===== src/rtl/switch_debouncer.sv =====
// switch_debouncer: synchronises a raw switch bank to clk and debounces each
// bit on a shared prescaled sample tick.
//
// Ports:
//   clk          system clock
//   reset_n      asynchronous active-low reset, clears every register
//   sw_raw       raw asynchronous switch levels
//   change_clr   synchronous clear of change_flag
//   sw_stable    debounced levels (feeds the iobuffer input port)
//   sw_rise      one-cycle pulse per bit on an accepted 0->1
//   sw_fall      one-cycle pulse per bit on an accepted 1->0
//   change_flag  sticky: any accepted edge since the last clear
module switch_debouncer #(
  parameter int WIDTH          = 32,
  parameter int TICK_DIV       = 1000,
  parameter int STABLE_SAMPLES = 4
) (
  input  logic             clk,
  input  logic             reset_n,
  input  logic [WIDTH-1:0] sw_raw,
  input  logic             change_clr,
  output logic [WIDTH-1:0] sw_stable,
  output logic [WIDTH-1:0] sw_rise,
  output logic [WIDTH-1:0] sw_fall,
  output logic             change_flag
);

  localparam int CW = (TICK_DIV > 2) ? $clog2(TICK_DIV) : 1;
  localparam logic [CW-1:0] CNT_LAST = CW'(TICK_DIV - 1);

  typedef logic [STABLE_SAMPLES-1:0] hist_t;

  logic [WIDTH-1:0] sync1_q, sync1_d;
  logic [WIDTH-1:0] sync2_q, sync2_d;
  logic [CW-1:0]    cnt_q, cnt_d;
  hist_t [WIDTH-1:0] hist_q, hist_d;
  logic [WIDTH-1:0] stable_q, stable_d;
  logic [WIDTH-1:0] rise_q, rise_d;
  logic [WIDTH-1:0] fall_q, fall_d;
  logic             flag_q, flag_d;
  logic             tick;

  assign tick = (cnt_q == CNT_LAST);

  always_comb begin
    sync1_d  = sw_raw;
    sync2_d  = sync1_q;
    cnt_d    = tick ? '0 : cnt_q + 1'b1;
    hist_d   = hist_q;
    stable_d = stable_q;
    rise_d   = '0;
    fall_d   = '0;
    if (tick) begin
      for (int i = 0; i < WIDTH; i++) begin
        hist_d[i] = {hist_q[i][STABLE_SAMPLES-2:0], sync2_q[i]};
        // Acceptance looks at the history including this tick's sample.
        if (&hist_d[i] && !stable_q[i]) begin
          stable_d[i] = 1'b1;
          rise_d[i]   = 1'b1;
        end else if (~|hist_d[i] && stable_q[i]) begin
          stable_d[i] = 1'b0;
          fall_d[i]   = 1'b1;
        end
      end
    end
    // A new edge beats a simultaneous clear.
    if ((|rise_d) || (|fall_d)) begin
      flag_d = 1'b1;
    end else if (change_clr) begin
      flag_d = 1'b0;
    end else begin
      flag_d = flag_q;
    end
  end

  always_ff @(posedge clk or negedge reset_n) begin
    if (!reset_n) begin
      sync1_q  <= '0;
      sync2_q  <= '0;
      cnt_q    <= '0;
      hist_q   <= '0;
      stable_q <= '0;
      rise_q   <= '0;
      fall_q   <= '0;
      flag_q   <= 1'b0;
    end else begin
      sync1_q  <= sync1_d;
      sync2_q  <= sync2_d;
      cnt_q    <= cnt_d;
      hist_q   <= hist_d;
      stable_q <= stable_d;
      rise_q   <= rise_d;
      fall_q   <= fall_d;
      flag_q   <= flag_d;
    end
  end

  assign sw_stable   = stable_q;
  assign sw_rise     = rise_q;
  assign sw_fall     = fall_q;
  assign change_flag = flag_q;

endmodule


===== config.mk =====
export PLATFORM = sky130hd
export DESIGN_NAME = switch_debouncer
export DESIGN_NICKNAME = d
export VERILOG_FILES = /design/src/rtl/switch_debouncer.sv
export SDC_FILE = /design/constraint.sdc
export NUM_CORES = 1
export LEC_CHECK = 0
export CORE_MARGIN = 4
export CORE_UTILIZATION = 30
export CTS_CLUSTER_DIAMETER = 200
export DETAILED_ROUTE_END_ITERATION = 12
export GPL_TIMING_DRIVEN = 0
export HOLD_SLACK_MARGIN = 0.15
export MAX_ROUTING_LAYER = met4
export PLACE_DENSITY = 0.57
export SYNTH_ARGS = -nofsm -noshare
export SYNTH_HDL_FRONTEND = slang
export SYNTH_SLANG_ARGS = --single-unit

===== constraint.sdc =====
create_clock -name clk -period 2.1 [get_ports clk]
set_input_delay 0.42 -clock clk [delete_from_list [all_inputs] [get_ports clk]]
set_output_delay 0.42 -clock clk [all_outputs]
set_load 0.01 [all_outputs]

; ---- Word-level counts from Yosys, hierarchy flattened
; Cells that the tools add are included.
[totals]
inputBits = 35
ff_bits = 267
out_inout_bits = 97
wordCells = 497
[op_classes]
reduce_logical = 260
n_eq_ne = 1
add_sub_neg = 1
mux = 165
[ops]
columns = cell, n
row1 = 1-bit 2-to-1 mux, 162
row2 = 4-bit AND reduction, 32
row3 = 4-bit OR reduction, 32
row4 = 2-bit nonzero test, 33
row5 = 1-bit logical AND, 64
row6 = 1-bit logical NOT, 64
row7 = 32-bit 2-to-1 mux, 2
row8 = 2-bit AND reduction, 32
row9 = 32-bit OR reduction, 2
row10 = 10-bit by 1-bit adder with 10-bit output (second input constant), 1
row11 = 10-bit equality test (second input constant), 1
row12 = 10-bit 2-to-1 mux, 1
row13 = 1-bit logical OR, 1

; ---- Logic depth before layout (Yosys ltp)
; Gate-level depths: netlist of the first run.
[logic_depth]
depth_word = 9
ltp_mapped = 9
depth_no_buf = 7

; ---- Worst setup path before layout of the first run
; No wires, ideal clock.
[synth_path]
path_type = register to register
from = reg cnt_q[0]
to = reg stable_q[19] (netlist: sw_stable[19])
setup_time_ns = 0.136
arrival_time_ns = 1.676
path_buffers = 2
slack_ns = 0.288
stages_incl_launch_ff = 9
required_time_ns = 1.964
path_cell_list = dfrtp_1 > ha_1 > nand4b_1 > nor3b_2 > nand4_1 > buf_2 > buf_6 > o21ai_0 > o21ai_0
[synth_via]
elab_chain_len = 2
[synth_rtl]
columns = item, line
row1 = from (decl), 35  ; logic [CW-1:0] cnt_q, cnt_d;
row2 = from (signal assigned), 89  ; cnt_q <= cnt_d;
row3 = 10-bit equality test, 43  ; assign tick = (cnt_q == CNT_LAST);
row4 = 2-bit AND reduction (no line), n/a
row5 = to (signal assigned), 91  ; stable_q <= stable_d;
row6 = to (decl), 37  ; logic [WIDTH-1:0] stable_q, stable_d;
; Every way passes these cells.
; A chain may end at the register's enable or synchronous reset.

; ---- Final worst setup path of the first run
[layout_path]
from = reg cnt_q[0]
to = reg fall_q[7] (netlist: sw_fall[7])
[layout_via]
elab_chain_len = 2
[layout_rtl]
columns = item, line
row1 = 10-bit equality test, 43
row2 = 32-bit 2-to-1 mux, 53  ; if (tick) begin
row3 = named net fall_d[7], 39  ; logic [WIDTH-1:0] fall_q, fall_d;
row4 = to (signal assigned), 93  ; fall_q <= fall_d;
row5 = to (decl), 39
; The timed path passes the listed nets, and every way through them passes these cells.

==> results of run 1 <==
-- path summary, 6_finish.rpt --
path | to | depth (start not counted)
setup reg to reg | sw_fall[7] | 9
setup / recovery | sw_fall[7] | 9
min in group asynchronous | sync2_q[24] | 2
hold / removal | sync1_q[20] | 1
max in group asynchronous | sync2_q[4] | 4
hold reg to reg | sync2_q[6] | 0
-- flip-flops by register name, summed over array words and instances (netlist names) --
register,count
hist_q,96
sync1_q,32
sw_fall,32
sw_rise,32
sw_stable,32
cnt_q,10
sync2_q,32
change_flag,1
-- power groups by stage --
stage,logic [W],registers [W],clock network (W)
finish,0.000204,0.00525,0.00486
global route,0.000235,0.00525,0.00519
CTS,0.000214,0.00525,0.00499
detailed placement,0.000213,0.00534,0
global placement,0.000197,0.00535,0
floorplan,0.0000255,0.00533,0
-- synth_stat cells (all sizes together), types with 6 or more instances --
| cell | count |
|---|---|
| nor2 | 73 |
| dfrtp | 267 |
| nand2 | 318 |
| a21oi | 11 |
| inv | 13 |
| o21ai | 16 |
| nor3 | 40 |
| clkbuf | 11 |
| nor4 | 26 |
| and2 | 9 |
| nand2b | 9 |
| nand4 | 38 |
| a21o | 6 |
| nand3b | 11 |
| a41oi | 10 |
| buf | 23 |
-- cells by family after synthesis --
group	share of synthesized area (%)
compound gates	3.424
xor+xnor	0.5346
fa+ha+maj	0.1273
buf+inv	2.431
flops	67.96
simple gates	25.52
-- stage by stage --
stage	hold slack, ns	cell area (um^2)	setup WS, ns
floorplan	0.1244	9831	0.2882
global placement	0.3332	11700	-11.06
detailed placement	0.3347	11760	-0.4568
CTS	0.2786	12840	0.02485
global route	0.2838	13000	-0.02655
finish	0.3091	13000	0.07931
-- cell type report --
type	instances	area [um^2]	share of cell area, %
plain buffers	34	265.3	2.041
clock buffers	40	785.8	6.046
clock inverters	10	113.9	0.8761
inverters	13	48.80	0.3755
multi-input cells	609	3064	23.58
flip-flops and latches	267	6684	51.43
well taps	442	553.0	4.255
repair buffers	143	1481	11.40
-- layout by cell type, fill, tap and decap left out, types with 4 or more instances in the layout --
master           instances
and2_1                   9
and3_1                   4
clkbuf_1                 9
buf_6                   11
nor2_2                   9
clkbuf_8                 4
buf_2                    7
buf_4                   16
nor3_4                   6
a21o_1                   6
nor3_2                  12
nand3b_1                11
nand3_1                  4
inv_1                   13
clkbuf_2                 4
a21oi_1                 11
clkbuf_16               28
nor4_2                   5
o21bai_1                 4
clkdlybuf4s50_1        127
nor3_1                  22
nor2_1                  64
nand4_1                 38
dfrtp_1                265
clkinv_2                 6
nand2b_1                 9
o21ai_0                 13
nor4_1                  19
or4_1                    5
nand2_1                318
xor2_1                   4
a41oi_1                 10
-- per-layer routing --
layer  routed length (um)  global-route usage, %
met4                  629                  3.756
met1                11980                  20.09
met3                 1503                  3.116
met5                    0                      -
met2                11990                  23.04
-- repair_timing --
item | in CTS | in global routing
hold buffers | 1 | 0
pin swaps | 2 | 2
gates cloned | 0 | 0
buffers inserted | 8 | 1
setup endpoints to repair | 159 | 132
gates resized for setup | 28 | 63
hold endpoints to repair | 66 | 0
==> out/qor.yml, run 1 <==
yosys:
  synthDistinctLibCells: 42
  syn_nets: 959
  ys.warnings.count: 0
  yosys.area.top_type: "dfrtp_1"
  avgSynthCellArea_um2: 10.65
  synthDominantCellAreaShare_pct: 67.96
  netlist_instances: 923
  synth_edf_count: 0
  syn_area_um2: 9831
  seq_area_frac_synth_pct: 67.96
  synth_ff_type: "dfrtp_1"
  yosys-top-cells-area: "dfrtp_1 68%, nand2_1 12%, nor2_1 2.8%"
  synthArstFlopShare_pct: 100.0
  yosys_register_bits: 267
clock_network:
  cts_tree: "done"
  clkTransAtPathRegs_ns: 0.06
  numCtsBuffers: 28
  numClockSinks: 267
  clockRootBuffer: "clkbuf_16"
  htree_num_levels: 1
  cts.path.max_buffers: 3
  insertion_delay_ns: 0.54
setup_path:
  reg2reg_slack_ns: 0.08
  cpMaxStageDelayCell: "dfrtp_1"
  max_stage_delay_ns: 0.39
  worstPathCellList: "ha_2, nand4b_1, nor3b_2, nand4_1, buf_4, buf_6, buf_6, buf_6, nor2_1"
  critical_path_class: "flip-flop to flip-flop"
  crit_buf_inv: 4
  r2r_start: "cnt_q[0]"
  worstPathArrival_ns: 2.47
  crit_required_ns: 2.55
  path_common_cell: "buf_6"
  cp_top_family: "buffers and inverters"
  endpoint_kind: "flip-flop"
  cp_max_fo: 10
  cp-startpoint: "cnt_q[0]"
  cp-start-kind: "flip-flop"
sta:
  slew_violations: 0
  skew_ns: 0.01425
  fmax_mhz: 494.9
  finalHoldViolations: 0
  worstMarginPinSlew_ns: 0.5467
  relSlewSlack_pct: 63.56
  period_minus_slack_ns: 2.021
  finalSetupTns_ns: 0
  rsz0062_at_grt: "true"
  fin_crit_sh_pct: 96.22
  setup_viol: 0
route:
  drt.antenna.violating_nets: 0
  drt_iter0_drc: 493
  wl_mm: 26.11
  drc_errors: 0
  drtPass1Iterations: 7
  avgViaCountPerCell: 4.602
  vias: 7170
  avgRoutedWirePerCell_um: 16.76
die:
  die_w_um: 189.0
  initial_core_util_pct: 30.29
  core_um2: 32450
  die-area_um2: 35730
  die-height_um: 189.0
  ios: 132
  num_rows: 66
layout:
  syn2layout_area_growth_pct: 32.20
  instances_no_fill: 1558
  diodes: 0
  nNetsFinal: 1132
  utilization_pct: 40.05
  drive_gt1_share_pct: 11.47
  fillers: 3160
placement:
  dp_hpwl_mm: 17.97
  io_buffer_count: 131
  gp_congestion: 0.7967
  dp.cells: 1498
power_and_ir_drop:
  swShare_pct: 21.13
  total_leakage_power_nw: 6.235
  seqPwrFrac_pct: 50.9
  ir_worst_vdd_v: 0.0005939
  comb_power_share_pct: 2.0
  switchingPower_w: 0.002177
  internal_power_w: 0.008130
  p_total_w: 0.01031
  p_clk_share_pct: 47.1
  power_density_nw_per_um2: 793.1
global_routing:
  grt_pass1_wl_mm: 40.56
  grt_pass1_vias: 7033
  grt_max_degree: 109
  grt_antenna_before_repair: 0
  gr-total-overflow: 0
  grt_util_all_layers_pct: 14.84
hold_path:
  hold_class: "input port to flip-flop"
  min-delay-start: "sw_raw[20]"
run:
  maxCapViolCount: 0
status:
  status: "finished clean"
No activity file was read; power rests on OpenSTA's default activity.
==> run 2: changes to the inputs <==
--- a/config.mk
+++ b/config.mk
@@ -12,7 +12,7 @@
 export GPL_TIMING_DRIVEN = 0
 export HOLD_SLACK_MARGIN = 0.15
 export MAX_ROUTING_LAYER = met4
-export PLACE_DENSITY = 0.57
+export PLACE_DENSITY = 0.59
 export SYNTH_ARGS = -nofsm -noshare
 export SYNTH_HDL_FRONTEND = slang
 export SYNTH_SLANG_ARGS = --single-unit
==> constraint.sdc (replaced) <==
create_clock -name clk -period 1.8 [get_ports clk]
set_input_delay 0.36 -clock clk [delete_from_list [all_inputs] [get_ports clk]]
set_output_delay 0.36 -clock clk [all_outputs]
set_load 0.01 [all_outputs]
==> run 2 against run 1 <==
Net effect:
- the run now ends with negative hold slack, negative setup slack left
- core utilization rose by 5.5 points
- clock skew fell by 0.0048 ns
- clock power rose by 35%
- cell area rose by 14%
- total power rose by 26%
- die area did not move
- combinational power rose by 17%
- hold slack got worse by 0.58 ns
- fmax fell by 0.41%
- worst setup slack got worse by 0.31 ns
- register-to-register slack got worse by 0.31 ns
- critical path type unchanged
- critical endpoint is now sw_rise[5]
- largest cell class unchanged
- highest routed layer unchanged
==> out/qor.yml, run 2 (synthesis results as in run 1) <==
placement:
  io_buffer_count: 131  # unchanged
  gp_congestion: 0.7906  # -0.77%
  dp_hpwl_mm: 17.80  # -0.96%
  dp.cells: 1498  # unchanged
clock_network:
  htree_num_levels: 1  # unchanged
  cts.path.max_buffers: 3  # unchanged
  numClockSinks: 267  # unchanged
  numCtsBuffers: 29  # +3.6%
  clockRootBuffer: "clkbuf_16"
  clkTransAtPathRegs_ns: 0.06  # about the same
  cts_tree: "done"
  insertion_delay_ns: 0.54  # about the same
global_routing:
  grt_use_met3_pct: 2.950  # -0.17 points
  grtUsageMet1_pct: 21.65  # +1.6 points
  gr-total-overflow: 0  # unchanged
  grt_pass1_vias: 7497  # +6.6%
  use_met2_pct: 25.73  # +2.7 points
  grt_busiest_layer: "met2"
  grt_pass1_wl_mm: 43.87  # +8.2%
  grt_util_all_layers_pct: 16.15  # +1.3 points
  grt_antenna_before_repair: 0  # unchanged
  grt_max_degree: 115  # +5.5%
sta:
  rsz0062_at_grt: "true"
  period_minus_slack_ns: 2.029  # +0.008257 ns
  setup_viol: 183  # +183
  layout_setup_ws_ns: -0.2289  # -0.3083 ns
  whs_ns: -0.2684  # -0.5775 ns
  relSlewSlack_pct: 50.41  # -13 points
  slew_violations: 0  # unchanged
  fmax_mhz: 492.9  # -0.41%
  fin_crit_sh_pct: 112.7  # +16 points
  worstMarginPinSlew_ns: 0.7335  # +0.1869 ns
  skew_ns: 0.009436  # -0.004814 ns
  finalHoldViolations: 52  # +52
setup_path:
  worstPathArrival_ns: 2.46  # about the same
  cp_max_fo: 7  # -3
  max_stage_delay_ns: 0.36  # -0.03 ns
  cpMaxStageDelayCell: "dfrtp_1"
  endpoint_kind: "flip-flop"
  worstPathCellList: "ha_2, nand4b_1, nor3b_2, nand4_1, buf_6, buf_12, buf_16, buf_12, nor4_4"
  critical_path_class: "flip-flop to flip-flop"
  cp_top_family: "simple AND/OR/NAND/NOR gates"
  path_common_cell: "buf_12"
  cp-start-kind: "flip-flop"
  crit_buf_inv: 4  # unchanged
  reg2reg_slack_ns: -0.23  # -0.31 ns
  crit_required_ns: 2.23  # -0.32 ns
power_and_ir_drop:
  power_density_nw_per_um2: 875.5  # +10%
  total_leakage_power_nw: 7.585  # +22%
  p_total_w: 0.01294  # +26%
  ir_worst_vdd_v: 0.0006394  # +7.7%
layout:
  syn2layout_area_growth_pct: 50.31
  nNetsFinal: 1172  # +3.5%
  top_register: "hist_q"
  seq_area_um2: 6686  # about the same
  fillers: 2975  # -5.9%
  largest_register_ffs: 96  # unchanged
  final_common_cell: "nand2_1"
  final_cell_mix: "272 x nand2_1, 263 x dfrtp_1, 56 x dlygate4sd2_1, 52 x clkdlybuf4s50_1, 48 x nor2_1"
  instances_no_fill: 1598  # +2.6%
  drive_gt1_share_pct: 24.48  # +13 points
  diodes: 0  # unchanged
  multi_input_area_um2: 3767  # +23%
die:
  ios: 132  # unchanged
  core_um2: 32450  # unchanged
  num_rows: 66  # unchanged
  die_w_um: 189.0  # unchanged
  die-area_um2: 35730  # unchanged
  die-height_um: 189.0  # unchanged
  initial_core_util_pct: 30.29  # unchanged
route:
  drtPass1Iterations: 5  # -2
  avgRoutedWirePerCell_um: 18.01  # +7.4%
  drt.antenna.violating_nets: 0  # unchanged
  drt_iter0_drc: 522  # +5.9%
  drc_errors: 0  # unchanged
  wl_mm: 28.77  # +10%
  vias: 7607  # +6.1%
  avgViaCountPerCell: 4.760  # +3.4%
status:
  status: "finished, violations left"
  violations: "negative hold slack, negative setup slack"
run:
  maxCapViolCount: 0  # unchanged
hold_path:
  hold_class: "input port to async pin"
-- run 2: per-layer routing --
layer | wire length, um | vias to the layer above | part of all wire [%]
li1 | - | 3532 | -
met1 | 12550 | 3816 | 44
met2 | 13920 | 218 | 48
met3 | 1689 | 41 | 5.9
met4 | 614 | 0 | 2.1
met5 | 0 | - | 0
-- run 2: stage by stage --
stage / cell area (um^2) / setup TNS (ns) / setup WS [ns] / utilization, %
after global routing: 14780 / -34.56 / -0.2917 / 45.53
after floorplan: 9831 / 0 / 0.008412 / -
final: 14780 / -20.21 / -0.2289 / 45.53
after global placement: 11700 / -3062.36 / -11.24 / 36.04
after detailed placement: 11760 / -69.67 / -0.8150 / 36.22
after CTS: 14140 / -21.02 / -0.2063 / 43.56
-- run 2: timing repair --
action | CTS | global route
hold endpoints to repair | 52 | 52
resized for setup | 263 | 161
setup endpoints to repair | 255 | 220
gates cloned | 13 | 4
pin swaps | 49 | 90
setup buffers | 27 | 10
-- run 2: cell type report --
| cell class | instances | share of cell area, % |
|---|---|---|
| Sequential cell | 267 | 45.25 |
| Multi-Input combinational cell | 609 | 25.50 |
| Timing Repair Buffer | 183 | 14.21 |
| Clock buffer | 36 | 5.428 |
| Buffer | 33 | 3.793 |
| Tap cell | 442 | 3.743 |
| Clock inverter | 15 | 1.753 |
| Inverter | 13 | 0.3302 |
-- run 2: final timing paths --
| check | from | end | cells past startpoint |
|---|---|---|---|
| min in group clk | sw_raw[17] | sync1_q[17] | 1 |
| setup reg to reg | cnt_q[0] | sw_rise[5] | 9 |
| hold reg to reg | sync1_q[25] | sync2_q[25] | 0 |
| max in group asynchronous | reset_n | sw_stable[8] | 3 |
| setup / recovery | cnt_q[0] | sw_rise[5] | 9 |
| hold / removal | reset_n | sw_rise[24] | 1 |
-- run 2: where the power goes --
group	leakage [nW]	switching, W	internal [W]
clock	0.519	0.00243	0.00414
combinational	3.50	0.000144	0.0000948
sequential	3.56	0.0000540	0.00608
total	7.59	0.00263	0.0103
==> run 3: changes to the inputs <==
--- a/config.mk
+++ b/config.mk
@@ -5,14 +5,15 @@
 export SDC_FILE = /design/constraint.sdc
 export NUM_CORES = 1
 export LEC_CHECK = 0
+export CAP_MARGIN = 10
 export CORE_MARGIN = 4
-export CORE_UTILIZATION = 30
+export CORE_UTILIZATION = 55
 export CTS_CLUSTER_DIAMETER = 200
 export DETAILED_ROUTE_END_ITERATION = 12
 export GPL_TIMING_DRIVEN = 0
 export HOLD_SLACK_MARGIN = 0.15
 export MAX_ROUTING_LAYER = met4
-export PLACE_DENSITY = 0.59
+export PLACE_DENSITY = 0.88
 export SYNTH_ARGS = -nofsm -noshare
 export SYNTH_HDL_FRONTEND = slang
 export SYNTH_SLANG_ARGS = --single-unit
==> constraint.sdc (replaced) <==
create_clock -name clk -period 2.52 [get_ports clk]
set_input_delay 0.504 -clock clk [delete_from_list [all_inputs] [get_ports clk]]
set_output_delay 0.504 -clock clk [all_outputs]
set_load 0.01 [all_outputs]
==> run 3 against run 2 <==
Net effect:
- the flow now finishes without violations
- critical path depth fell by 3
- total power is 35% lower
- worst setup slack improved by 0.36 ns
- global-route usage increased by 8.6 points
- via count decreased by 2.4%
- clock skew down 0.0016 ns
- fmax down 15%
- count of clock-buffer cells in the layout increased by 3
- first-iteration DRC count grew 44%
- clock power decreased by 40%
- non-clock buffer count fell by 49
- cell count down 17%
- critical path type unchanged
==> out/qor.yml, run 3 (synthesis results as in run 1) <==
power_and_ir_drop:
  p_total_w: 0.008462  # -35%
  power_density_nw_per_um2: 683.4  # -22%
  total_leakage_power_nw: 6.089  # -20%
  ir_worst_vdd_v: 0.0005152  # -19%
setup_path:
  cp_max_fo: 4  # -3
  worstPathArrival_ns: 2.75  # +0.29 ns
  cpMaxStageDelayCell: "nor4_1"
  worst_r2r_path_depth: 6  # -3
  crit_buf_inv: 0  # -4
  endpoint_kind: "flip-flop"
  max_stage_delay_ns: 0.63  # +0.27 ns
  cp-start-kind: "flip-flop"
  r2r-end: "change_flag"
  cp-startpoint: "hist_q[25]"
  crit_required_ns: 2.88  # +0.65 ns
  critical_path_class: "flip-flop to flip-flop"
  cp_top_family: "simple AND/OR/NAND/NOR gates"
  reg2reg_slack_ns: 0.13  # +0.36 ns
  crit_cells: 6  # -3
  worstPathCellList: "nand4_1, nor2_1, nor4_1, nand4_1, nor4_1, o21ai_0"
  r2r_start: "hist_q[25]"
  endpoint: "change_flag"
global_routing:
  grt_pass1_wl_mm: 38.18  # -13%
  grt_pass1_vias: 7419  # -1.0%
  grt_antenna_before_repair: 0  # unchanged
  grtUsageMet1_pct: 31.53  # +9.9 points
  grt_max_degree: 132  # +15%
  grt_busiest_layer: "met2"
  gr-total-overflow: 0  # unchanged
  grt_util_all_layers_pct: 24.74  # +8.6 points
  use_met2_pct: 40.84  # +15 points
  grt_use_met3_pct: 4.449  # +1.5 points
route:
  wl_mm: 24.09  # -16%
  drc_errors: 0  # unchanged
  vias: 7428  # -2.4%
  drtPass1Iterations: 5  # unchanged
  drt.antenna.violating_nets: 0  # unchanged
  avgViaCountPerCell: 5.585  # +17%
  drt_iter0_drc: 752  # +44%
  avgRoutedWirePerCell_um: 18.11  # +0.57%
layout:
  syn2layout_area_growth_pct: 25.95
  drive_gt1_share_pct: 7.421  # -17 points
  diodes: 0  # unchanged
  utilization_pct: 71.09  # +26 points
  largest_register_ffs: 96  # unchanged
  nNetsFinal: 1121  # -4.4%
  final_common_cell: "nand2_1"
  final_cell_mix: "318 x nand2_1, 267 x dfrtp_1, 130 x clkdlybuf4s50_1, 73 x nor2_1, 38 x nand4_1"
  top_register: "hist_q"
die:
  die-area_um2: 20080  # -44%
  core_um2: 17420  # -46%
  initial_core_util_pct: 56.44  # +26 points
  die-height_um: 141.7  # -25%
  num_rows: 48  # -27%
  die_w_um: 141.7  # -25%
  ios: 132  # unchanged
placement:
  io_buffer_count: 131  # unchanged
  dp_hpwl_mm: 16.07  # -9.7%
  gp_congestion: 0.8942  # +13%
sta:
  period_minus_slack_ns: 2.388  # +0.3592 ns
  whs_ns: 0.3455  # +0.6140 ns
  relSlewSlack_pct: 47.45  # -3.0 points
  setup_viol: 0  # -100%
  finalHoldViolations: 0  # -100%
  fmax_mhz: 418.7  # -15%
  fin_crit_sh_pct: 94.77  # -18 points
  rsz0062_at_grt: "false"
  skew_ns: 0.007802  # -0.001634 ns
  slew_violations: 0  # unchanged
  worstMarginPinSlew_ns: 0.7883  # +0.05476 ns
clock_network:
  htree_num_levels: 1  # unchanged
  cts_resized: 0  # -100%
  numCtsBuffers: 27  # -6.9%
  cts.path.max_buffers: 3  # unchanged
  post_cts_buffers: 0  # -100%
  insertion_delay_ns: 0.52  # -0.02 ns
  clockRootBuffer: "clkbuf_16"
  cts_tree: "done"
  numClockSinks: 267  # unchanged
  clkTransAtPathRegs_ns: 0.06  # about the same
status:
  status: "finished clean"
hold_path:
  hold_class: "flip-flop to flip-flop"
run:
  maxCapViolCount: 0  # unchanged
[run 3: changes by cell type in the layout (fill, tap and decap cells not counted), moves of 12 or more]
cell / delta
clkdlybuf4s50_1: +78
dlygate4sd2_1: -56
nand2_1: +46
nand2_2: -36
nor2_1: +25
nor2_4: -25
nor3_1: +24
dlymetal6s2s_1: -22
nor3_4: -22
buf_12: -20
buf_4: -16
buf_2: +14
o21ai_0: +13
clkbuf_16: -12
[run 3: how the worst min path moves through the flow]
stage,slack [ns],depth (start not counted),endpoint,from
final,0.35,0,sync2_q[8],sync1_q[8]
after global routing,0.35,0,sync2_q[31],sync1_q[31]
after CTS,0.35,0,sync2_q[1],sync1_q[1]
after detailed placement,0.33,1,sw_rise[24],reset_n
after global placement,0.33,0,sync2_q[7],sync1_q[7]
after floorplan,0.21,0,change_flag,reset_n
[run 3: power breakdown]
group	total, W	internal, W	switching [W]
registers	0.00437	0.00434	0.0000340
logic	0.000167	0.0000685	0.0000982
clock network	0.00392	0.00233	0.00159
[run 3: stage by stage]
stage          area [um^2]  setup WS [ns]   TNS, ns  cells
2_1_floorplan         9831         0.7082         0    923
3_3_place_gp         11420         -9.872  -2632.26   1279
3_5_place_dp         11480         0.1092         0   1281
4_1_cts              12380         0.1416         0   1330
5_1_grt              12380        0.08283         0   1330
6_report             12380         0.1318         0   1330
[run 3: cell type report]
type	instances	area [um^2]
Buffer	33	186.4
Clock buffer	39	810.8
Clock inverter	10	81.33
Fill cell	1200	5035
Inverter	13	48.80
Multi-Input combinational cell	609	2910
Sequential cell	267	6681
Tap cell	225	281.5
Timing Repair Buffer	134	1381
[run 3: layer usage]
layer  wire length (um)  up-vias  share of wire [%]
met5                  0        -                  0
met4                626        0                2.6
met3               1875       50                7.8
met2              12010      332                 50
met1               9575     3645                 40
li1                   -     3401                  -
[run 3: timing repair]
item / 4_1_cts / 5_1_grt
setup endpoints to repair: 1 / 0
endpoints found under the hold margin: 12 / 0
hold buffers: 1 / 0
